<file path="src/rtl/regfile_mp.sv">
// regfile_mp: parametrised multi-read-port integer register file with an
// optional write-to-read bypass, a per-register busy scoreboard and a
// hardware clear sequence that zeroes x1..x(DEPTH-1) after reset.
module regfile_mp #(
    parameter int unsigned WIDTH  = 32,
    parameter int unsigned DEPTH  = 32,
    parameter int unsigned NRD    = 2,
    parameter bit          BYPASS = 1'b1
) (
    input  logic                         i_clk,
    input  logic                         i_rst_n,
    input  logic [NRD*$clog2(DEPTH)-1:0] i_rnum,
    output logic [NRD*WIDTH-1:0]         o_rd,
    output logic [NRD-1:0]               o_busy,
    input  logic                         i_wen,
    input  logic [$clog2(DEPTH)-1:0]     i_wnum,
    input  logic [WIDTH-1:0]             i_wd,
    input  logic                         i_set_busy,
    input  logic [$clog2(DEPTH)-1:0]     i_busy_num,
    output logic                         o_ready
);

    localparam int unsigned AW = $clog2(DEPTH);

    localparam logic [0:0] ST_CLEAR = 1'b0;
    localparam logic [0:0] ST_RUN   = 1'b1;

    logic [0:0]       state;
    logic [AW-1:0]    clr_cnt;
    logic [WIDTH-1:0] mem [DEPTH];
    logic [DEPTH-1:0] busy;
    logic [DEPTH-1:0] busy_nxt;
    logic             run;
    logic             wr_ok;
    logic             set_ok;

    assign run     = (state == ST_RUN);
    assign wr_ok   = run && i_wen && (i_wnum != '0);
    assign set_ok  = run && i_set_busy && (i_busy_num != '0);
    assign o_ready = run;

    // Control: clear-sequence counter, state and busy scoreboard
    always_ff @(posedge i_clk or negedge i_rst_n) begin
        if (!i_rst_n) begin
            state   <= ST_CLEAR;
            clr_cnt <= AW'(1);
            busy    <= '0;
        end else begin
            busy <= busy_nxt;
            if (state == ST_CLEAR) begin
                clr_cnt <= clr_cnt + AW'(1);
                if (clr_cnt == AW'(DEPTH - 1)) begin
                    state <= ST_RUN;
                end
            end
        end
    end

    // Next busy vector: a writeback retires its producer, a new issue sets it (set wins)
    always_comb begin
        busy_nxt = busy;
        if (wr_ok) begin
            busy_nxt[i_wnum] = 1'b0;
        end
        if (set_ok) begin
            busy_nxt[i_busy_num] = 1'b1;
        end
    end

    // Array storage: zero-fill during CLEAR, writeback during RUN (no reset on data)
    always_ff @(posedge i_clk) begin
        if (!run) begin
            mem[clr_cnt] <= '0;
        end else if (wr_ok) begin
            mem[i_wnum] <= i_wd;
        end
    end

    // Read ports: x0 and CLEAR read as zero; a same-cycle write is forwarded when BYPASS
    always_comb begin
        o_rd   = '0;
        o_busy = '0;
        for (int unsigned k = 0; k < NRD; k++) begin
            logic [AW-1:0] ra;
            ra = i_rnum[k*AW +: AW];
            if (run && (ra != '0)) begin
                if (BYPASS && i_wen && (i_wnum == ra)) begin
                    o_rd[k*WIDTH +: WIDTH] = i_wd;
                end else begin
                    o_rd[k*WIDTH +: WIDTH] = mem[ra];
                    o_busy[k]              = busy[ra];
                end
            end
        end
    end

endmodule

</file>
<file path="config.mk">
export PLATFORM = sky130hd
export DESIGN_NAME = regfile_mp
export DESIGN_NICKNAME = d
export VERILOG_FILES = /design/src/rtl/regfile_mp.sv
export SDC_FILE = /design/constraint.sdc
export NUM_CORES = 1
export LEC_CHECK = 0
export BUFFER_PORTS_ARGS = -buffer_cell sky130_fd_sc_hd__buf_2
export CAP_MARGIN = 20
export CORE_MARGIN = 8
export CORE_UTILIZATION = 45
export DETAILED_ROUTE_END_ITERATION = 7
export PLACE_DENSITY = 0.71
export SYNTH_ARGS = -nofsm -noshare
export SYNTH_HDL_FRONTEND = slang
export SYNTH_SLANG_ARGS = --single-unit
</file>
<file path="constraint.sdc">
create_clock -name i_clk -period 11.2 [get_ports i_clk]
set_input_delay 2.24 -clock i_clk [delete_from_list [all_inputs] [get_ports i_clk]]
set_output_delay 2.24 -clock i_clk [all_outputs]
set_load 0.01 [all_outputs]
</file>
Word level (Yosys, flattened, before mapping)
Memories as Yosys holds them, arrays and structs flattened.
Index checks and enable logic that the tools add are counted.
{"block": "word_totals", "ff_bits": 38, "output_inout_bits": 67, "mem_count": 1, "inputBits": 56, "ramBits": 1024}
{"memory": "mem", "words": 32, "width": 32, "rd": 2, "rd_ports_with_merged_regs": 0, "wr": 1, "line_no": "30", "source": "logic [WIDTH-1:0] mem [DEPTH];"}
{"block": "classes", "n_lt_le_gt_ge": 6, "n_bitwise": 3, "eq_ne": 3, "n_addsub": 1, "mux": 27, "n_reduce_logical": 15}
{"cell": "$mux W32", "n": 7}
{"cell": "$and A32 B32 Y32", "n": 1}
{"cell": "$not A32 Y32", "n": 1}
{"cell": "$or A32 B32 Y32", "n": 1}
{"cell": "$reduce_or A32 Y1", "n": 1}
{"cell": "$lt A5 B6 Y1 const B", "n": 4}
{"cell": "$reduce_bool A5 Y1", "n": 4}
{"cell": "$mux W1", "n": 15}
{"cell": "$bmux W1 S5", "n": 2}
{"cell": "$demux W1 S5", "n": 2}
{"cell": "$eq A5 B5 Y1", "n": 2}
{"cell": "$ge A5 B1 Y1 const B", "n": 2}
{"cell": "$logic_and A1 B1 Y1", "n": 10}
{"cell": "$add A5 B1 Y5 const B", "n": 1}
{"cell": "$eq A5 B5 Y1 const B", "n": 1}
{"cell": "$mux W5", "n": 1}

Longest topological paths before layout
Gate-level depths: netlist of the first run.
{"block": "depth", "ltp_word": 9, "ltp_mapped": 10}

Worst setup path after synthesis of the first run
No wires, ideal clock.
{"block": "synth_path", "path_type": "input -> output", "start": "in i_rnum[0]", "end": "out o_busy[0]", "arrival_ns": 3.992, "cell_stages": 8, "setup_slack_ns": 4.968, "cell_sequence": "buf_4 > buf_12 > buf_6 > mux2i_1 > a221oi_1 > a21o_1 > a222oi_1 > a2111oi_0"}
{"block": "synth_between", "elab_chain_len": 4, "word_cells_on_any_way": 8, "cone_classes": "eq/ne (1); mux (4); reduce/logical (3)"}
{"element": "start, declared", "line_no": "12", "source": "input logic [NRD*$clog2(DEPTH)-1:0] i_rnum,"}
{"element": "$bmux W1 S5 / $eq A5 B5 Y1 (equally long branches)", "line_no": "91, 87"}
{"element": "$mux W1 (implied by the code) / $logic_and A1 B1 Y1 (equally long branches)", "line_no": "91, 87"}
{"element": "$mux W1", "line_no": "87", "source": "if (BYPASS && i_wen && (i_wnum == ra)) begin"}
{"element": "$mux W1 (*)", "line_no": "86", "source": "if (run && (ra != '0)) begin"}
{"element": "end, declared", "line_no": "14", "source": "output logic [NRD-1:0] o_busy,"}
Mark *: on every way between the ends. The rest lies on a longest branch, timed or not. The select of a mux whose other input is x is not followed.

Final worst setup path of the first run
{"block": "layout_path", "start": "in i_rnum[7]", "end": "out o_rd[54]"}
{"block": "layout_between", "elab_chain_len": 4, "word_cells_on_any_way": 7, "cone_classes": "eq/ne (1); mux (2); reduce/logical (3); memory (1)"}
{"element": "branches (longest 3 deep; another with $mem_v2 Z32 W32)"}
{"element": "$mux W32 (*)", "line_no": "86"}
{"element": "end, declared", "line_no": "13", "source": "output logic [NRD*WIDTH-1:0] o_rd,"}
Every way passes the cells marked *.

==> impl_results.md, run 1 <==
* Outcome: finished, final reports clean
* Commonest non-fill, non-tap cell in the layout: edfxtp_1
* Routed wire length at 159000 µm
* Max-slew violations at 0
* Die width at 352 µm
* Grt ovf at 0
* DRT iter0 DRCs at between 4000 and 5000
* Via count at roughly 32000
* Area of the core at 0.112 mm²
* Worst Setup End Kind: output pin
* Worst setup SP type: input pin
* Syn avg cell area at 17.0 µm²
* Lkg Pwr at around 20 nW
* Setup crit end: o_rd[54]
* Buffers added on ports at approximately 120
* Leading area contributor after synthesis: edfxtp_1
* Hold WC Path Type: flip-flop to flip-flop
* CTS tree: built
* Most frequent cells in the layout: edfxtp_1, mux2i_1, mux4_2
* Worst setup margin at 2.71 ns
* Placer congestion estimate at about 0.84
* Fmax at 0.118 GHz
* Top cell type's share of synthesized area at about three fifths
* Reg-to-Reg Start: o_ready
* TritonRoute pass-1 iters at 8
* Fin Clk Skew at around 0.034 ns
* H-tree depth at 3
* Largest net degree at the start of global routing at about 120
* Vias per cell at between 6 and 7
* Syn nets at a little over 3000
* Synthesized flop and latch total at 1062
* Clock root cell: clkbuf_16
* Layout cells sized above 1 at between 20% and 30%
* Cell Area, Synth at 0.0507 mm²
* CTS Hold Bufs at 0
* Initial Util at ~45%
* Period Utilization, post-route at between 70% and 80%
* Clock sink total at approximately 1100
* Maxcap violations at 0
* I/O pin total at around 120
* Gate Count Post-Synth at about 3000
* Critical-path maximum fanout at 32
* Synth area leaders: edfxtp_1, mux4_2, mux2i_1, a221oi_1, dfrtp_1
* Final setup TNS at 0 ns
* # nets final at about 3100
* Worst r2r path cells at 7
* Post-synth top flop: edfxtp_1
* Rows at ~120
* Final ANT Viol Nets at 0
* Final setup fails at 0
* Final hold vios at 0
* VDD IR max at ~0.14 mV
* TritonCTS buffer count at between 100 and 150
* Die height at between 300 and 400 µm
* Avg WL per Cell at 34.3 µm
* Post-place setup slack at roughly 3.0 ns
* Worst setup path class: input pin to output pin
* Worst endpoint data arrival time at approximately 6.3 ns
* Max clock buf depth at 3
* Yosys warns at 0
* Post-CTS sizing at 0
* Vias in the first global route at 32000
* Ys async rst share at between 3 and 4%
* Slew HR at between 20% and 30%
* Yosys cell types at between 50 and 60
* Seq/Total Area, Yosys at approximately 62%
* Pwr Density at between 150 and 200 mW/mm²
* Initial antenna violation count at 5
* R2r setup slk at between 6 and 7 ns
* Least-Margin Pin Slew at around 1.2 ns
* Skew-Pair Late Insertion Delay at just under 0.7 ns
* Layout area overhead at 11.0%
* Die area at about 0.12 mm²
* Post-synth EDFFs at 1024
* Clk slew on worst S/H paths at around 0.06 ns
* DP HPWL at 88000 µm
* Setup bufs post-CTS at 0
* GRT Util Overall at 25.3%
* Reg2reg end: mem[14][16]
* Worst Setup SP: i_rnum[7]
* First-pass GRT wire length at approximately 230000 µm
* WP data required at about 9 ns
* Post-route DRC violation count at 0
* RSZ-0062 raised after global routing: false
* Fin crit period at ~8.5 ns
==> sequential cells by signal (all words and copies together), names as in the netlist <==
register  flops
busy         32
mem        1024
o_ready       1
clr_cnt       5
==> metal layers <==
metal | global-route usage [%] | vias up | wire (µm)
met1 | 33.5 | 16600 | 58000
met2 | 40.3 | 2298 | 75000
met3 | 4.93 | 473 | 18100
met5 | 0 | - | 0
met4 | 11.9 | 0 | 8320
li1 | - | 12800 | -
==> metrics by stage <==
| step | hold slack, ns | util, % | instances | power, mW | instance area [µm²] |
|---|---|---|---|---|---|
| floorplan | 0.442 | - | 2994 | 4.98 | 50700 |
| finish | 0.400 | 50.2 | 4645 | 8.59 | 56300 |
| global placement | 0.378 | 47.3 | 4448 | 5.26 | 53100 |
| CTS | 0.403 | 50.2 | 4641 | 8.60 | 56300 |
| detailed placement | 0.390 | 47.3 | 4448 | 5.27 | 53100 |
| global route | 0.426 | 50.2 | 4642 | 8.80 | 56300 |
==> worst min-delay path by stage <==
stage	start	end	slack, ns	depth (start not counted)
after floorplan	busy[0]	busy[0]	0.44	1
after global placement	busy[0]	busy[0]	0.38	0
after detailed placement	busy[0]	busy[0]	0.39	0
after CTS	busy[0]	busy[0]	0.40	0
after global routing	busy[0]	busy[0]	0.43	0
final	busy[0]	busy[0]	0.40	0
==> power by group <==
group          switching, mW  internal [mW]  leakage, nW
logic                  0.522          0.280         7.33
clock network           1.51           1.89         1.58
registers             0.0119           4.38         11.1
total                   2.05           6.55         20.0
==> logic make-up after synthesis <==
| kind of cell | share of synthesized area, % |
|---|---|
| compound gates | 9.06 |
| xor+xnor | 0.224 |
| buf+inv | 2.58 |
| fa+ha+maj | 0.0493 |
| mux | 22.9 |
| simple gates | 2.76 |
| flops | 62.5 |
==> area by class of cell <==
class	count	area [µm²]
multi-input cells	1672	18100
well taps	1500	1880
diodes	3	7.51
clock buffers	123	2750
inverters	14	56.3
flip-flops and latches	1062	31700
fillers	9003	55800
repair buffers	201	1330
clock inverters	70	523
==> critical path, stage by stage <==
cell and delay [ns]:
buf_2 0.49, clkinv_2 0.90, nor2_4 1.19, buf_4 0.47
a22oi_1 0.16, a21oi_1 0.25, a211o_1 0.29, buf_2 0.20
==> synth_stat cells, drive strengths merged, types with 2 or more instances <==
cell type,count
a21oi,99
o311a,2
a221oi,176
mux4,334
or2,6
and3,5
a211o,40
ha,2
clkbuf,116
a211oi,12
o31ai,5
a2111oi,2
o21ai,151
nand2,35
nor2,62
mux2i,404
a22oi,93
xnor2,13
o211ai,2
or3b,2
dfrtp,37
nand4b,3
a31oi,9
a221o,41
nor3b,10
a21boi,2
nand3b,2
and2,36
buf,130
nand3,14
nand2b,26
edfxtp,1024
nor2b,11
mux2,3
nand4,4
nor3,53
inv,13
o21bai,4
No activity file was read; power rests on OpenSTA's default activity.
==> inputs of run 2 (changes only) <==
Clock period 11.2 ns to 7.9 ns, I/O delays scaled along.
==> run 2 against run 1 <==
Flip-flop and latch count is the same. Setup slack got worse by 1.3 ns. Clock power up 42%. First-iteration DRC count is 11% higher. Sequential share of layout area decreased by 0.37 points. Clock-buffer cell count rose by 12. Final cell count rose by 0.62%. Cell area is 0.67% higher. Global-route usage increased by 0.18 points. Wire length grew 0.67%. Hold slack got worse by 0.0025 ns. Total power up 42%. Critical endpoint is now o_rd[20]. Largest cell class unchanged. Largest power group unchanged.
==> impl_results.md, run 2 (synthesis results as in run 1) <==
* Initial Util at 45.2% (unchanged)
* I/O pin total at 123 (unchanged)
* Placer congestion estimate at 0.861 (was 0.836)
* Vias per cell at 7.00 (was 6.94)
* Initial antenna violation count at 7 (was 5)
* Via count at 32700 (was 32200)
* Setup bufs post-CTS at 0 (unchanged)
* Setup crit end: o_rd[20] (was o_rd[54])
* CP Buf/Inv Count at 3 (was 4)
* RSZ-0062 raised after global routing: false (unchanged)
* Worst r2r path cells at 6 (was 7)
* Final setup fails at 0 (unchanged)
* Skew-Pair Late Insertion Delay at 0.68 ns (was 0.69 ns)
* Routed wire length at 160000 µm (was 159000 µm)
* Worst Setup SP: i_rnum[0] (was i_rnum[7])
* Largest Register: mem (unchanged)
* First-pass GRT wire length at 230000 µm (was 227000 µm)
* Period Utilization, post-route at 82.5%
* Buffers added on ports at 122 (unchanged)
* Commonest non-fill, non-tap cell in the layout: edfxtp_1 (unchanged)
* Layout area overhead at 11.8% (was 11.0%)
* Fin crit period at 6.51 ns
* Max clock buf depth at 3 (unchanged)
* Area of the core at 0.112 mm² (unchanged)
* Least-Margin Pin Slew at 1.20 ns (was 1.18 ns)
* Largest net degree at the start of global routing at 120 (was 124)
* Final ANT Viol Nets at 0 (unchanged)
* Post-route DRC violation count at 0 (unchanged)
* Worst path slowest cell: nor2_4 (unchanged)
* DRT iter0 DRCs at 4620 (was 4162)
* Final hold vios at 0 (unchanged)
* Die area at 0.124 mm² (unchanged)
* # nets final at 3143 (was 3115)
* Outcome: finished, final reports clean (unchanged)
* Maxcap violations at 0 (unchanged)
* Largest regs: mem (1024), busy (32), clr_cnt (5) (unchanged)
* Worst endpoint data arrival time at 4.93 ns (was 6.25 ns)
* Final setup TNS at 0 ns (unchanged)
* Fin Clk Skew at 0.0215 ns (was 0.0340 ns)
* Avg WL per Cell at 34.3 µm (about the same)
* Crit path max-delay family: simple AND/OR/NAND/NOR gates (was buffers and inverters)
* Most frequent cells in the layout: edfxtp_1, mux2i_1, mux4_2 (unchanged)
* Grt ovf at 0 (unchanged)
* Clock sink total at 1062 (unchanged)
* Post-CTS sizing at 0 (unchanged)
* Vias in the first global route at 32800 (was 32000)
* Number of flip-flops in the largest register at 1024 (unchanged)
* Pwr Density at 215 mW/mm² (was 153 mW/mm²)
* Reg2reg end: mem[3][8] (was mem[14][16])
* H-tree depth at 3 (unchanged)
* Slew HR at 19.4% (was 21.2%)
* Clk slew on worst S/H paths at 0.06 ns (about the same)
* Lkg Pwr at 20.2 nW (was 20.0 nW)
* Filler cell count at 8976 (was 9003)
* CTS Hold Bufs at 0 (unchanged)
* Final core occ at 50.6% (was 50.2%)
* TritonCTS buffer count at 105 (was 106)
* Rows at 123 (unchanged)
* Fmax at about 0.15 GHz
* DP HPWL at 92900 µm (was 88000 µm)
* WP data required at 6.32 ns (was 8.96 ns)
* Max-slew violations at 0 (unchanged)
* GRT Util Overall at 25.5% (was 25.3%)
* Die width at 352 µm (unchanged)
* WP depth at 8 (unchanged)
* CTS tree: built (unchanged)
* Die height at 352 µm (unchanged)
* Critical path, cell by cell: buf_8, xnor2_1, nand4_1, or2_2, nor2_4, buf_4, a221o_1, buf_2 (was buf_2, clkinv_2, nor2_4, buf_4, a22oi_1, a21oi_1, a211o_1, buf_2)
* Post-place setup slack at 1.51 ns (was 2.97 ns)
* Worst Setup End Kind: output pin (unchanged)
* TritonRoute pass-1 iters at 6 (was 8)
* Max incr delay on CP at 0.84 ns (was 1.19 ns)
* Hold WC Path Type: flip-flop to flip-flop (unchanged)
* Critical-path maximum fanout at 68 (was 32)
* Reg-to-Reg Start: o_ready (unchanged)
* Worst setup SP type: input pin (unchanged)
* R2r setup slk at 3.58 ns (was 6.75 ns)
* Worst setup margin at 1.39 ns (was 2.71 ns)
* Layout cells sized above 1 at 24.6% (was 23.6%)
* VDD IR max at 0.182 mV (was 0.140 mV)
* Worst setup path class: input pin to output pin (unchanged)
* Clock root cell: clkbuf_16 (unchanged)
==> run 2: changes by cell type in the layout (fill, tap and decap cells not counted), moves of 2 or more <==
cell       change
clkinv_1      -19
buf_4         +17
buf_12        +11
clkbuf_1      +11
clkinv_2       +9
bufinv_16      -2
clkbuf_16      +2
==> run 2: worst min path at each step <==
stage	start	to	slack, ns	depth (start not counted)
final	busy[0]	busy[0]	0.40	0
after global routing	busy[0]	busy[0]	0.41	0
after CTS	busy[0]	busy[0]	0.40	0
after detailed placement	busy[0]	busy[0]	0.39	0
after global placement	busy[0]	busy[0]	0.38	0
after floorplan	busy[0]	busy[0]	0.44	1
==> run 2: per-stage QoR <==
| stage | hold slack, ns | cells | cell area, µm² | total power, mW |
|---|---|---|---|---|
| floorplan | 0.442 | 2994 | 50700 | 7.06 |
| global route | 0.414 | 4672 | 56700 | 12.5 |
| CTS | 0.402 | 4667 | 56600 | 12.2 |
| detailed placement | 0.386 | 4473 | 53300 | 7.48 |
| global placement | 0.380 | 4472 | 53300 | 7.47 |
| finish | 0.398 | 4674 | 56700 | 12.2 |
==> run 2: layout make-up <==
type                    instances  area [µm²]  share of cell area [%]
flip-flops and latches       1062       31700                    55.9
well taps                    1500        1880                    3.31
diodes                          2        5.00                 0.00882
clock buffers                 135        2830                    4.98
multi-input cells            1672       18100                    31.9
clock inverters                59         448                   0.790
inverters                      14        56.3                  0.0993
repair buffers                230        1700                    3.00
==> run 2: layer usage <==
layer  up-vias  track usage, %  routed length [µm]
li1      12900               -                   -
met1     16800            32.4               57100
met2      2434            40.8               75500
met3       554            5.44               18300
met4         4            13.8                9540
met5         -               0                  23
==> run 2: where the power goes <==
group	switching [mW]	internal (mW)	leakage [nW]
clock	2.18	2.66	1.60
combinational	0.745	0.404	7.53
sequential	0.0168	6.21	11.1
total	2.94	9.28	20.2
